<file path="src/rtl/ram_limb_streamer_if.sv">
// Limb stream channel from the RAM read sequencer to the modular-multiplier datapath.
// Handshake: a beat transfers on a rising clk edge where m_valid and m_ready are both
// high; once m_valid rises, m_data and m_last hold until that transfer, and m_valid
// never depends combinationally on m_ready.
interface ram_limb_streamer_if #(
  parameter int RAM_WIDTH = 16
);
  logic                 m_valid;
  logic [RAM_WIDTH-1:0] m_data;
  logic                 m_last;
  logic                 m_ready;

  modport master (output m_valid, output m_data, output m_last, input m_ready);
  modport slave  (input m_valid, input m_data, input m_last, output m_ready);
endinterface

</file>
<file path="src/rtl/ram_limb_streamer.sv">
// Read-side sequencer for the limb RAM: issues sequential reads over a limb range,
// absorbs the one-cycle RAM latency and streams limbs LSB-first through a 2-entry FIFO.
module ram_limb_streamer #(
  parameter int RAM_WIDTH = 16,
  parameter int ADDR_LINE = 8
) (
  input  logic                 clk,
  input  logic                 rst_n,
  input  logic                 start,
  input  logic [ADDR_LINE-1:0] base_addr,
  input  logic [ADDR_LINE:0]   num_limbs,
  output logic                 busy,
  output logic                 done,
  output logic                 ram_rd_en,
  output logic [ADDR_LINE-1:0] ram_rd_addr,
  input  logic [RAM_WIDTH-1:0] ram_rd_data,
  ram_limb_streamer_if.master  m,
  output logic [1:0]           dbg_state
);
  typedef enum logic [1:0] {
    IDLE = 2'd0,
    RUN  = 2'd1,
    FIN  = 2'd2
  } state_t;

  localparam logic [ADDR_LINE:0] ONE = 1;

  state_t               state;
  logic [ADDR_LINE-1:0] base_q;
  logic [ADDR_LINE:0]   num_q;
  logic [ADDR_LINE:0]   issued;
  logic [ADDR_LINE:0]   delivered;
  logic                 inflight;
  logic [RAM_WIDTH-1:0] fifo_mem [2];
  logic                 wr_ptr;
  logic                 rd_ptr;
  logic [1:0]           count;
  logic [1:0]           occupancy;
  logic                 hs;
  logic                 last_hs;
  logic                 issue;

  // Buffered limbs plus the read still travelling through the RAM; never exceeds 2.
  assign occupancy = count + {1'b0, inflight};

  assign m.m_valid = (count != 2'd0);
  assign m.m_data  = m.m_valid ? fifo_mem[rd_ptr] : '0;
  // Head limb index equals the number of limbs already handed downstream.
  assign m.m_last  = m.m_valid && (delivered == (num_q - ONE));

  assign hs      = m.m_valid && m.m_ready;
  assign last_hs = hs && m.m_last;

  // A read may take the last free slot only when a pop frees one on the same edge.
  assign issue = (state == RUN) && (issued < num_q) &&
                 ((occupancy < 2'd2) || ((occupancy == 2'd2) && hs));

  assign ram_rd_en   = issue;
  assign ram_rd_addr = issue ? (base_q + issued[ADDR_LINE-1:0]) : '0;
  assign dbg_state   = state;

  // Command FSM with registered busy/done, plus read and delivery counters.
  always_ff @(posedge clk or negedge rst_n) begin
    if (!rst_n) begin
      state     <= IDLE;
      busy      <= 1'b0;
      done      <= 1'b0;
      base_q    <= '0;
      num_q     <= '0;
      issued    <= '0;
      delivered <= '0;
      inflight  <= 1'b0;
    end else begin
      inflight <= issue;
      if (issue) issued <= issued + ONE;
      if (hs) delivered <= delivered + ONE;
      case (state)
        IDLE: begin
          done <= 1'b0;
          if (start) begin
            base_q    <= base_addr;
            num_q     <= num_limbs;
            issued    <= '0;
            delivered <= '0;
            busy      <= 1'b1;
            if (num_limbs == '0) begin
              state <= FIN;
              done  <= 1'b1;
            end else begin
              state <= RUN;
            end
          end
        end
        RUN: begin
          if (last_hs) begin
            state <= FIN;
            done  <= 1'b1;
          end
        end
        FIN: begin
          state <= IDLE;
          busy  <= 1'b0;
          done  <= 1'b0;
        end
        default: begin
          state <= IDLE;
          busy  <= 1'b0;
          done  <= 1'b0;
        end
      endcase
    end
  end

  // Two-entry output FIFO: RAM data lands one cycle after its read, head pops on handshake.
  always_ff @(posedge clk or negedge rst_n) begin
    if (!rst_n) begin
      fifo_mem[0] <= '0;
      fifo_mem[1] <= '0;
      wr_ptr      <= 1'b0;
      rd_ptr      <= 1'b0;
      count       <= 2'd0;
    end else begin
      if (inflight) begin
        fifo_mem[wr_ptr] <= ram_rd_data;
        wr_ptr           <= ~wr_ptr;
      end
      if (hs) rd_ptr <= ~rd_ptr;
      case ({inflight, hs})
        2'b10:   count <= count + 2'd1;
        2'b01:   count <= count - 2'd1;
        default: count <= count;
      endcase
    end
  end
endmodule
</file>
<file path="src/flat_wrapper.sv">
// flat-port wrapper written by rule: the top's interface ports become plain ports
module ram_limb_streamer_flat 
#(
  parameter int RAM_WIDTH = 16,
  parameter int ADDR_LINE = 8
)
  (clk, rst_n, start, base_addr, num_limbs, busy, done, ram_rd_en, ram_rd_addr, ram_rd_data, dbg_state, m_m_valid, m_m_data, m_m_last, m_m_ready);
  ram_limb_streamer_if #(.RAM_WIDTH(RAM_WIDTH)) m_i ();
  input  logic clk;
  input  logic rst_n;
  input  logic start;
  input  logic [ADDR_LINE-1:0] base_addr;
  input  logic [ADDR_LINE:0] num_limbs;
  output logic busy;
  output logic done;
  output logic ram_rd_en;
  output logic [ADDR_LINE-1:0] ram_rd_addr;
  input  logic [RAM_WIDTH-1:0] ram_rd_data;
  output logic [1:0] dbg_state;
  output wire logic [$bits(m_i.m_valid)-1:0] m_m_valid;
  output wire logic [$bits(m_i.m_data)-1:0] m_m_data;
  output wire logic [$bits(m_i.m_last)-1:0] m_m_last;
  input wire logic [$bits(m_i.m_ready)-1:0] m_m_ready;
  assign m_m_valid = m_i.m_valid;
  assign m_m_data = m_i.m_data;
  assign m_m_last = m_i.m_last;
  assign m_i.m_ready = m_m_ready;
  ram_limb_streamer #(.RAM_WIDTH(RAM_WIDTH), .ADDR_LINE(ADDR_LINE)) u_core (.clk(clk), .rst_n(rst_n), .start(start), .base_addr(base_addr), .num_limbs(num_limbs), .busy(busy), .done(done), .ram_rd_en(ram_rd_en), .ram_rd_addr(ram_rd_addr), .ram_rd_data(ram_rd_data), .m(m_i), .dbg_state(dbg_state));
endmodule
</file>
<file path="config.mk">
export PLATFORM = sky130hd
export DESIGN_NAME = ram_limb_streamer_flat
export DESIGN_NICKNAME = d
export VERILOG_FILES = /design/src/rtl/ram_limb_streamer_if.sv /design/src/rtl/ram_limb_streamer.sv /design/src/flat_wrapper.sv
export SDC_FILE = /design/constraint.sdc
export NUM_CORES = 1
export LEC_CHECK = 0
export ABC_AREA = 0
export BUFFER_PORTS_ARGS = -buffer_cell sky130_fd_sc_hd__buf_2
export CORE_ASPECT_RATIO = 1.1
export CORE_UTILIZATION = 53
export CTS_BUF_LIST = sky130_fd_sc_hd__clkbuf_4
export DETAILED_ROUTE_END_ITERATION = 12
export GPL_TIMING_DRIVEN = 0
export PLACE_DENSITY = 0.79
export SYNTH_ARGS = -nofsm -noshare
export SYNTH_HDL_FRONTEND = slang
export SYNTH_SLANG_ARGS = --single-unit
export TNS_END_PERCENT = 50
</file>
<file path="constraint.sdc">
create_clock -name clk -period 2.3 [get_ports clk]
set_input_delay 0.46 -clock clk [delete_from_list [all_inputs] [get_ports clk]]
set_output_delay 0.46 -clock clk [all_outputs]
set_load 0.02 [all_outputs]
</file>
==> results of run 1 <==
state kept, by name, summed over array words and instances, names as in the netlist, 2 cells and up:
name              cells
u_core.issued         9
u_core.fifo_mem      32
u_core.dbg_state      2
u_core.base_q         8
u_core.count          2
u_core.num_q          9
u_core.delivered      9
through the flow:
stage	setup slack, ps	std cells
after floorplan	-102	411
after global placement	-378	583
after detailed placement	-422	584
after CTS	-556	615
after global routing	-645	626
final	-548	626
layout make-up:
cell class                 instances  area, um^2  share of cell area
multi-input combinational        297        2330               0.439
sequential                        76        1910               0.360
timing repair buffer              95         642               0.121
tap                              105         131              0.0248
inverter                          22        88.8              0.0167
buffer                            14        78.8              0.0149
clock buffer                       9        67.6              0.0127
clock inverter                     7        56.3              0.0106
antenna                            1        2.50            0.000472
how the worst max path moves through the flow:
stage | start | to | slack, ps | depth (start not counted)
floorplan | u_core.issued[1] | ram_rd_addr[2] | -100 | 6
global placement | u_core.issued[0] | ram_rd_addr[6] | -380 | 9
detailed placement | u_core.issued[0] | ram_rd_addr[6] | -420 | 9
CTS | u_core.num_q[8] | ram_rd_addr[2] | -560 | 9
global route | u_core.issued[1] | ram_rd_addr[7] | -650 | 8
finish | u_core.num_q[3] | m_m_last | -550 | 7
Yosys cell counts (all sizes together), types with 2 or more instances:
cell type,n,area share
xor2,14,0.029
ha,20,0.060
nand2,53,0.048
a31oi,3,0.0045
o41ai,4,0.0084
and2,4,0.0060
a21oi,13,0.016
or3b,3,0.0063
inv,21,0.019
nor4,2,0.0030
o311ai,4,0.010
mux2i,18,0.043
clkbuf,15,0.014
and3,3,0.0045
nor2,46,0.041
mux2,32,0.087
o21ai,11,0.013
nand3,5,0.0060
nand4,5,0.0075
nor3,5,0.0060
a21o,5,0.0090
or3,2,0.0030
o2111ai,2,0.0042
or4,2,0.0036
xnor2,14,0.029
o21a,2,0.0036
dfrtp,76,0.46
nand2b,5,0.0075
worst max-delay path: stages, from the launching register on:
cell and delay (ps):
dfrtp_1 400, clkbuf_4 200, or4b_4 550, o311ai_2 220
o211ai_1 150, a21oi_2 210, nor2_1 80, buf_4 160
routing by layer:
layer  share of wire  up-vias  wire, um
met1            0.41     1726      4140
met5               0        -         0
met2            0.52      114      5270
met4           0.020        0       205
met3           0.049       19       495
li1                -     1637         -
repair_timing:
action / 4_1_cts / 5_1_grt
hold buffers: 1 / 0
gates cloned: 1 / 0
buffers inserted: 14 / 12
pin swaps: 16 / 12
gates resized for setup: 63 / 32
endpoints found under the hold margin: 33 / 0
setup endpoints to repair: 29 / 31
power groups by stage:
stage | logic [mW] | registers [mW] | clock network, mW
6_report | 4.32 | 2.35 | 0.766
5_1_grt | 4.69 | 2.42 | 0.835
4_1_cts | 4.01 | 2.32 | 0.781
3_5_place_dp | 3.40 | 2.34 | 0
3_3_place_gp | 3.28 | 2.30 | 0
2_1_floorplan | 2.49 | 2.26 | 0
kinds of logic after synthesis:
logic type / Yosys count / synth area share
flip-flops: 76 / 0.457
AO/OA/AOI/OAI: 55 / 0.0923
adder cells (fa/ha/maj): 22 / 0.0673
buffers and inverters: 38 / 0.0346
AND/OR/NAND/NOR: 141 / 0.155
multiplexers: 50 / 0.130
XOR/XNOR: 29 / 0.0643
==> metrics.md, run 1 <==
| Metric | Value |
|---|---|
| Status | complete, but fails checks |
| Failing checks | negative setup slack |
| Yosys cell types | 53 |
| GRT met3 Usage | 0.0463 |
| CTS tree | done |
| H-tree levels | 3 |
| Asr flop ratio synth | 1.00 |
| Total power | 7.43 mW |
| Worst R2R End | u_core.done |
| Yosys Warn Count | 0 |
| Min-Delay Path Class | in -> reg |
| Avg Inst Size Synth | 10.1 um^2 |
| Final core utilization | 0.706 |
| Syn_nets | 469 |
| GP Congestion | 0.842 |
| Worst clock skew | 12.5 ps |
| Setup TNS | -4920 ps |
| DR vias | 3496 |
| Worst Tran Pin Value | 640 ps |
| Period utilisation layout | 1.24 |
| EDFF count, synth | 0 |
| Reg2Reg Setup Slack | -90 ps |
| Initial Util | 0.554 |
| Synthesized instance count | 411 |
| Final non-filler cell area | 5310 um^2 |
| Reg-to-reg critical path startpoint | u_core.num_q[3] |
| Worst Reg-to-Reg Cells | 9 |
| Initial antenna violation count | 1 |
| Max Buffers Root-to-Sink | 2 |
| Gr busiest metal | met2 |
| Switching Share | 0.438 |
| Type of origin of the critical path | flip-flop |
| Sequential group share of total power | 0.316 |
| Post-place instance area | 4660 um^2 |
| Via density | 5.58 |
| Final setup fails | 14 |
| I/O Pins | 68 |
| Initial DRC count | 223 |
| Highest Clock Rate | 351 MHz |
| Wire length per cell | 16.2 um |
| Die Span Y | 95.0 um |
| Slew Viols, Final | 0 |
| Combinational power share | 0.581 |
| Hold EP | u_core.base_q[4] |
| CP Class | reg -> out |
| Share of layout cells above drive strength 1 | 0.379 |
| # port buffers | 67 |
| Hold_sp | base_addr[4] |
| Hpwl dp | 6.71 mm |
| Power density cells | 1400 nW/um^2 |
| Clock-pin transition on the worst setup and hold timing paths | 130 ps |
| Most frequent cells in the layout | dfrtp_1, buf_2, nand2_1 |
| Vias in the first global route | 3545 |
| Die footprint | 8220 um^2 |
| WP data required | 1840 ps |
| Sequential share of the synthesized area | 0.457 |
| Sw power | 3.26 mW |
| Max Fanout on Critical Path | 10 |
| Area growth, synth to finish | 27.4% |
| Clock Tree Root | clkbuf_4 |
| # fillers | 553 |
| Num CTS Buffers | 9 |
| Synth Register Bits | 76 |
| Drc violations | 0 |
| Synth Flop Type | dfrtp_1 |
| GRT overflow | 0 |
| Maximum vdd drop | 0.000813 V |
| MaxCap Viol Count | 0 |
| Critical path arrival | 2390 ps |
| Cell area after synthesis | 4160 um^2 |
| Row count | 33 |
| Clock Latency Late Sink | 420 ps |
| # nets final | 573 |
| First-pass GRT wire length | 16.2 mm |
| RSZ-0062 raised after global routing | true |
| GR Util met1 | 0.318 |
| Internal | 4.18 mW |
| Commonest non-fill, non-tap cell in the layout | dfrtp_1 |
| Rel. slew slack | 0.573 |
| Post-DRT Antenna Nets | 0 |
| Core Area | 7510 um^2 |
| Tmin final | 2850 ps |
| Final wirelength | 10.1 mm |
| Final worst slack | -548 ps |
| CTS Sinks | 76 |
| Final Hold Vio Count | 0 |
| Die W | 86.5 um |
| Clock power share | 0.103 |
| Crit. End Element | output pin |
| Hold depth | 3 |
| Met2 Use GR | 0.433 |
| Static leakage | 2.50 nW |
| Total Routing Usage GR | 0.258 |
| Pin count of the biggest net entering global routing | 44 |
| Worst hold margin | 220 ps |
| First drt pass iteration count | 4 |
Power figures use the tool's default switching activity.
==> run 2: changes to the inputs <==
--- a/config.mk
+++ b/config.mk
@@ -6,13 +6,15 @@
 export NUM_CORES = 1
 export LEC_CHECK = 0
 export ABC_AREA = 0
+export ABC_CLOCK_PERIOD_IN_PS = 3100
 export BUFFER_PORTS_ARGS = -buffer_cell sky130_fd_sc_hd__buf_2
 export CORE_ASPECT_RATIO = 1.1
-export CORE_UTILIZATION = 53
+export CORE_UTILIZATION = 59
 export CTS_BUF_LIST = sky130_fd_sc_hd__clkbuf_4
 export DETAILED_ROUTE_END_ITERATION = 12
 export GPL_TIMING_DRIVEN = 0
-export PLACE_DENSITY = 0.79
+export PLACE_DENSITY = 0.83
+export REMOVE_ABC_BUFFERS = 1
 export SYNTH_ARGS = -nofsm -noshare
 export SYNTH_HDL_FRONTEND = slang
 export SYNTH_SLANG_ARGS = --single-unit
==> constraint.sdc (replaced) <==
create_clock -name clk -period 3.1 [get_ports clk]
set_input_delay 0.62 -clock clk [delete_from_list [all_inputs] [get_ports clk]]
set_output_delay 0.62 -clock clk [all_outputs]
set_load 0.02 [all_outputs]
==> metrics.md, run 2 (synthesis gave the netlist of run 1 again) <==
| Metric | Value |
|---|---|
| Critical path arrival | 2430 ps (+40 ps) |
| Crit. End Element | output pin |
| Commonest non-fill, non-tap cell in the layout | dfrtp_1 |
| Hpwl dp | 6.26 mm (-6.8%) |
| H-tree levels | 3 (unchanged) |
| # fillers | 449 (-19%) |
| CTS Sinks | 76 (unchanged) |
| Max Fanout on Critical Path | 7 (-3) |
| Min-Delay Path Class | in -> async |
| Type of origin of the critical path | flip-flop |
| Slew Viols, Final | 0 (unchanged) |
| MaxCap Viol Count | 0 (unchanged) |
| Clock Tree Root | clkbuf_4 |
| GRT overflow | 0 (unchanged) |
| Initial Util | 0.621 (+0.0664) |
| Num CTS Buffers | 9 (unchanged) |
| Internal | 2.96 mW (-29%) |
| Die footprint | 7400 um^2 (-9.9%) |
| Buf/Inv on CP | 2 (unchanged) |
| Worst path top cell family by delay | compound AO/OA/AOI/OAI gates |
| Worst Tran Pin Value | 958 ps (+318 ps) |
| Clock-pin transition on the worst setup and hold timing paths | 130 ps (about the same) |
| Post-Layout Cell Count | 581 (-7.2%) |
| CP max stage cell | dfrtp_1 |
| Clock power share | 0.121 (+0.018) |
| Die Span Y | 90.1 um (-5.1%) |
| GP Congestion | 0.878 (+4.2%) |
| First-pass GRT wire length | 15.1 mm (-6.6%) |
| Area growth, synth to finish | 20.5% |
| Sequential group share of total power | 0.343 (+0.027) |
| Switching Share | 0.433 (-0.00459) |
| # port buffers | 67 (unchanged) |
| Setup TNS | 0 ps (+4920 ps) |
| Static leakage | 2.42 nW (-3.3%) |
| Reg area | 1910 um^2 (-0.13%) |
| Period utilisation layout | 0.982 |
| Vias in the first global route | 3313 (-6.5%) |
| CP max stage delay | 430 ps (-120 ps) |
| Sw power | 2.26 mW (-30%) |
| Pin count of the biggest net entering global routing | 48 (+9.1%) |
| Power density cells | 1040 nW/um^2 (-26%) |
| Final setup fails | 0 (-14) |
| Post-DRT Antenna Nets | 0 (unchanged) |
| WP data required | 2480 ps (+640 ps) |
| # placed instances | 545 (-6.7%) |
| Max Buffers Root-to-Sink | 2 (unchanged) |
| DR vias | 3335 (-4.6%) |
| CP Class | reg -> out |
| Via density | 5.74 (+2.8%) |
| Combinational power share | 0.536 (-0.045) |
| Rel. slew slack | 0.361 (-0.212) |
| Area occupied by multi-input gates | 2230 um^2 (-4.0%) |
| Total Routing Usage GR | 0.269 (+0.0115) |
| Most used cell, CP | buf_4 |
| Die W | 82.1 um (-5.1%) |
| Highest Clock Rate | 328 MHz |
| Worst path cell trace | ha_4 > or3b_4 > a31oi_4 > o2111ai_2 > a21o_4 > buf_4 > nor2_1 > buf_4 |
| Initial DRC count | 178 (-20%) |
| Status | finished, final reports clean |
| Tmin final | 3050 ps |
| Most frequent cells in the layout | dfrtp_1, buf_2, nand2_1 |
| Max FFs per register | 32 (unchanged) |
| Final Hold Vio Count | 0 (unchanged) |
| Share of layout cells above drive strength 1 | 0.337 (-0.0422) |
| Final wirelength | 9.34 mm (-7.6%) |
| Drc violations | 0 (unchanged) |
| ANT cells | 0 (-1) |
| Clock Latency Late Sink | 440 ps (+20 ps) |
| # nets final | 552 (-3.7%) |
| First drt pass iteration count | 4 (unchanged) |
| Largest reg by FF count | u_core.fifo_mem |
| Row count | 31 (-6.1%) |
| Initial antenna violation count | 0 (-1) |
| Worst clock skew | 13.7 ps (+1.16 ps) |
| Core Area | 6710 um^2 (-11%) |
| I/O Pins | 68 (unchanged) |
| Wire length per cell | 16.1 um (-0.47%) |
| CTS tree | done |
| Maximum vdd drop | 0.000734 V (-9.8%) |
-- run 2: final cells by class --
class	instances	area share
clock buffer	9	0.0135
clock inverter	7	0.0150
inverter	22	0.0170
multi-input combinational	297	0.445
sequential	76	0.381
tap	82	0.0204
timing repair buffer	88	0.108
-- run 2: final timing paths --
kind / cells past startpoint / to / start / slack, ps
setup / recovery: 8 / ram_rd_addr[6] / u_core.issued[8] / 50
hold / removal: 1 / u_core.base_q[6] / rst_n / 100
setup reg to reg: 11 / u_core.count[1] / u_core.count[0] / 530
hold reg to reg: 2 / u_core.base_q[0] / u_core.base_q[0] / 500
max in group asynchronous: 2 / u_core.count[0] / rst_n / 2420
min in group clk: 3 / u_core.base_q[4] / base_addr[4] / 360
-- run 2: routing by layer --
layer / global-route usage / part of all wire / vias to the layer above
li1: - / - / 1596
met1: 0.344 / 0.42 / 1634
met2: 0.441 / 0.51 / 83
met3: 0.0467 / 0.048 / 22
met4: 0.113 / 0.022 / 0
met5: 0 / 0 / -
-- run 2: repair_timing --
action	4_1_cts	5_1_grt
endpoints found under the setup margin	10	9
buffers inserted	8	10
hold buffers	0	0
pin swaps	2	7
resized for setup	16	26
-- run 2: stage by stage --
step / power, mW / setup WS [ps] / util / instance area [um^2] / hold WS (ps)
after floorplan: 3.48 / 433 / - / 4100 / 324
after global placement: 4.05 / 152 / 0.677 / 4540 / 465
after detailed placement: 4.20 / 138 / 0.681 / 4570 / 471
after CTS: 4.99 / 2.15 / 0.719 / 4830 / 114
after global routing: 5.59 / -35.7 / 0.748 / 5020 / 122
final: 5.22 / 54.3 / 0.748 / 5020 / 95.6
-- run 2: power groups by stage --
stage,logic [mW],registers (mW),clock network (mW)
global placement,2.27,1.78,0
global route,3.06,1.85,0.675
finish,2.80,1.79,0.630
CTS,2.57,1.79,0.631
detailed placement,2.38,1.82,0
floorplan,1.74,1.74,0
-- run 2: worst reg2reg max path, stage by stage, from the launching register on --
cell	delay [ps]
dfrtp_2	450
buf_4	140
buf_4	120
nor2_1	340
buf_6	240
inv_1	80
nand2_1	140
clkinv_1	240
ha_1	290
xnor2_1	140
nor2_1	160
xor2_1	160
